==> config.mk <==
export PLATFORM = sky130hd
export DESIGN_NAME = issue_queue
export DESIGN_NICKNAME = d
export VERILOG_FILES = /design/src/rtl/issue_queue.sv
export SDC_FILE = /design/constraint.sdc
export NUM_CORES = 1
export LEC_CHECK = 0
export CORE_MARGIN = 2
export CORE_UTILIZATION = 40
export CTS_BUF_LIST = sky130_fd_sc_hd__clkbuf_16
export DETAILED_ROUTE_END_ITERATION = 10
export SKIP_CTS_REPAIR_TIMING = 1
export SLEW_MARGIN = 30
export SYNTH_ARGS = -nofsm -noshare
export SYNTH_HDL_FRONTEND = slang
export SYNTH_SLANG_ARGS = --single-unit
==> constraint.sdc <==
create_clock -name clk -period 8.9 [get_ports clk]
set_input_delay 0.89 -clock clk [delete_from_list [all_inputs] [get_ports clk]]
set_output_delay 0.89 -clock clk [all_outputs]
set_load 0.005 [all_outputs]
==> src/rtl/issue_queue.sv <==
// In-order dual-issue instruction queue between decode and issue.
// Optional same-cycle push-to-issue bypass: define ISSUE_QUEUE_BYPASS_EN.
module issue_queue #(
    parameter int DEPTH  = 8,
    parameter int ELEM_W = 32
) (
    input  logic                        clk,
    input  logic                        rst,
    input  logic                        flash,
    input  logic                        stall,
    input  logic [1:0]                  push_number,
    input  logic [1:0][ELEM_W-1:0]      push_data,
    output logic                        push_ready,
    output logic [1:0][ELEM_W-1:0]      issue_require,
    output logic [1:0]                  iq_size,
    input  logic [1:0]                  iq_pop_number,
    output logic [$clog2(DEPTH):0]      occupancy
);
    localparam int AW = $clog2(DEPTH);
    localparam int CW = AW + 1;

    logic [ELEM_W-1:0] mem_q [DEPTH];
    logic [AW-1:0]     head_q, head_d, tail_q, tail_d;
    logic [CW-1:0]     count_q, count_d;

    logic [1:0]        push_n, pop_req, stored_size;
    logic [1:0]        eff_pop, pop_stored, pop_bypass, written;
    logic [AW-1:0]     rd_ptr1, wr_ptr1;
    logic [ELEM_W-1:0] wr_data0, wr_data1;

    assign push_ready  = (count_q <= CW'(DEPTH - 2));
    assign push_n      = (push_number   == 2'd3) ? 2'd2 : push_number;
    assign pop_req     = (iq_pop_number == 2'd3) ? 2'd2 : iq_pop_number;
    assign stored_size = (count_q >= CW'(2)) ? 2'd2 : count_q[1:0];
    assign rd_ptr1     = head_q + AW'(1);
    assign wr_ptr1     = tail_q + AW'(1);
    assign occupancy   = count_q;

    always_comb begin
        iq_size       = stored_size;
        issue_require = '0;
`ifdef ISSUE_QUEUE_BYPASS_EN
        // Incoming entries fill the slots left empty by stored ones.
        if (count_q < CW'(2) && push_ready) begin
            iq_size = ((3'(count_q[1:0]) + 3'(push_n)) >= 3'd2)
                      ? 2'd2 : (count_q[1:0] + push_n);
        end
`endif
        if (iq_size >= 2'd1) begin
            issue_require[0] = (stored_size >= 2'd1) ? mem_q[head_q] : push_data[0];
        end
        if (iq_size == 2'd2) begin
            if (stored_size == 2'd2)      issue_require[1] = mem_q[rd_ptr1];
            else if (stored_size == 2'd1) issue_require[1] = push_data[0];
            else                          issue_require[1] = push_data[1];
        end

        eff_pop    = stall ? 2'd0 : ((pop_req < iq_size) ? pop_req : iq_size);
        pop_stored = (eff_pop < stored_size) ? eff_pop : stored_size;
        // Nonzero only when bypassed entries were consumed; those are never stored.
        pop_bypass = eff_pop - pop_stored;
        written    = push_ready ? (push_n - pop_bypass) : 2'd0;
        wr_data0   = (pop_bypass == 2'd0) ? push_data[0] : push_data[1];
        wr_data1   = push_data[1];

        head_d  = head_q + AW'(pop_stored);
        tail_d  = tail_q + AW'(written);
        count_d = count_q + CW'(written) - CW'(pop_stored);
    end

    always_ff @(posedge clk) begin
        if (rst || flash) begin
            head_q  <= '0;
            tail_q  <= '0;
            count_q <= '0;
        end else begin
            head_q  <= head_d;
            tail_q  <= tail_d;
            count_q <= count_d;
        end
    end

    // Storage has no reset; contents are unobservable until rewritten.
    always_ff @(posedge clk) begin
        if (!rst && !flash) begin
            if (written >= 2'd1) mem_q[tail_q]  <= wr_data0;
            if (written == 2'd2) mem_q[wr_ptr1] <= wr_data1;
        end
    end
endmodule

==> impl_metrics.ini <==
[run_status]
status = finished, final reports clean

[place]
numPortBuffers = 142
gp_congestion = 0.7486
dpl.hpwl_um = 27560
dpl_worst_slack_ns = 2.497

[sta]
slew_violations = 0
holdWs_ns = 0.7291
worst_pin_slew_ns = 0.9095
setup_viol = 0
fmax_mhz = 172.2
fin_ws_ns = 3.093
setup-tns-final_ns = 0
period_needed_ns = 5.807
relSlewSlack_pct = 39.36
fin_skew_ns = 0.01180
finalHoldViolCount = 0
timing.final.crit_share_pct = 65.25
grt_setup_unrepaired = no

[drt]
drt-pass1-iter-count = 5
drtIter0Drc = 663
routed_wl_um = 43900
post_drt_wl_per_cell_um = 25.73
vias = 9659
viasPerCell = 5.662
postRouteAntennaNets = 0
drc = 0

[clocking]
clockRootBuffer = clkbuf_16
cts_tree = built
clk_pin_slew_worst_paths_ns = 0.06
worstSkewPairLatency_ns = 0.55
clockBufferDepth = 3
cts_buffers = 29
htreeDepth = 1
clock_sinks = 266

[synth]
yosys_register_bits = 266
avgSynthCellArea_sq_um = 16.60
synth_ff_type = edfxtp_1
yosys-top-cells-area = edfxtp_1 45%, mux2_4 18%, mux4_2 17%
syn_nets = 1117
netlist_top_cells_count = 256 x edfxtp_1, 203 x mux2_4, 128 x mux4_2, 85 x mux2_2, 70 x nand2_1
syn_inst = 1025
netlist_area_sq_mm = 0.01701
synth_edf_count = 256
synth.largest_area_cell = edfxtp_1
ys_types = 35
yosysMostFrequentCell = edfxtp_1
seq_area_frac_synth_pct = 46.37
synthArstFlopShare_pct = 0
yosys_warnings = 0
synth_top_area_share_pct = 45.19

[worst_setup_path]
cp_max_fo = 36
worstPathArrival_ns = 6.02
path_class = flip-flop to flip-flop
worstSetupEndpointType = flip-flop
cp.required_ns = 9.11
startpoint_type = flip-flop

[finish]
drive_gt1_share_pct = 43.62
syn2layout_area_growth_pct = 17.51
diodes = 0
nNetsFinal = 1238

[grt]
grt_max_degree = 65
antenna_found_initial = 0
grt_pass1_vias = 10290
grtUsageTotal_pct = 20.04
grt_pass1_wl_um = 65860
grt_overflow = 0

[die]
die_width_um = 210.2
dieArea_sq_mm = 0.04419
start_util_pct = 40.55
ios = 143
core_sq_mm = 0.04195
fp.dieH_um = 210.2
rows = 75

[pwr]
powerDensity_mw_per_mm2 = 278.6
p_leak_uw = 0.007371
peakVddDrop_uv = 149.0
power.total_uw = 5568

[run]
maxCapViolations = 0

[worst_hold_path]
hold_class = flip-flop to flip-flop
## worst max-delay path: stages, from the launching register on
cell     delay [ns]
dfxtp_1        0.34
inv_1          0.08
ha_1           0.16
nor2b_4        0.14
buf_4          0.49
inv_1          0.23
ha_1           0.24
nor2b_1        0.14
ha_1           0.27
nor4_1         0.28
o22a_1         0.24
ha_1           0.27
inv_1          0.07
ha_1           0.15
xor2_1         0.13
xnor2_4        0.55
o21ai_1        0.36
o31ai_4        0.82
buf_4          0.49
## power breakdown
group          switching, uW  internal, uW  total [uW]
logic                   1110          1500        2620
clock network            495           702        1200
registers               65.0          1690        1750
total                   1670          3900        5570
## worst paths after layout
check | slack [ns] | cells after the start | from | endpoint
setup / recovery | 3.09 | 18 | occupancy[3]$_SDFF_PP0_ | mem_q[4][21]$_DFFE_PP_
setup reg to reg | 3.09 | 18 | occupancy[3]$_SDFF_PP0_ | mem_q[4][21]$_DFFE_PP_
hold / removal | 0.73 | 2 | tail_q[2]$_SDFF_PP0_ | tail_q[2]$_SDFF_PP0_
hold reg to reg | 0.73 | 2 | tail_q[2]$_SDFF_PP0_ | tail_q[2]$_SDFF_PP0_
## metrics by stage
stage	area, sq um	util, %	cells
floorplan	17010	-	1025
global placement	18940	45.15	1650
detailed placement	19030	45.37	1654
CTS	19960	47.59	1706
global route	19990	47.65	1706
finish	19990	47.65	1706
## per-layer routing
layer | routed length, um | vias up | global-route usage, %
met2 | 22820 | 202 | 36.06
met1 | 18370 | 5088 | 25.75
li1 | - | 4320 | -
met4 | 894 | 0 | 4.524
met5 | 0 | - | 0
met3 | 1816 | 49 | 2.652
## layout by cell type (no fill, tap or decap), drive strengths merged
master,Yosys,routed
xnor2,6,6
nor2b,2,2
ha,16,16
o211ai,1,1
mux2,288,288
or2,1,1
clkinv,0,12
fa,4,4
o31ai,4,4
and2,5,5
nand2b,4,4
o21ai,5,5
a21oi,35,35
dfxtp,10,10
nor2,46,46
inv,15,20
buf,55,26
nor4,1,1
clkinvlp,0,2
o41ai,1,1
a21o,1,1
bufinv,0,4
nand4,4,4
edfxtp,256,256
clkdlybuf4s50,0,142
mux4,128,128
clkbuf,23,29
o22a,1,1
a211oi,1,1
nand2,70,70
nand4b,4,4
and3,1,1
mux2i,32,32
xor2,5,5
## flip-flops by register name, indices dropped and copies added (netlist names)
signal,cells
mem_q,256
occupancy,4
head_q,3
tail_q,3
## layout make-up
type,instances,area [sq um]
fillers,3578,21960
flip-flops and latches,266,7899
inverters,15,56.30
well taps,539,674.4
clock inverters,23,205.2
multi-input cells,666,8746
clock buffers,29,725.7
repair buffers,168,1682
## cell families after synthesis
kind of cell | share of synthesized area, %
AOI/OAI and AO/OA | 1.618
xor gates and xnor gates | 0.6105
adders and majority gates | 1.648
buffers and inverters | 3.244
DFF | 46.37
muxes | 42.38
and+or+nand+nor | 4.134
Power figures use the tool's default switching activity.
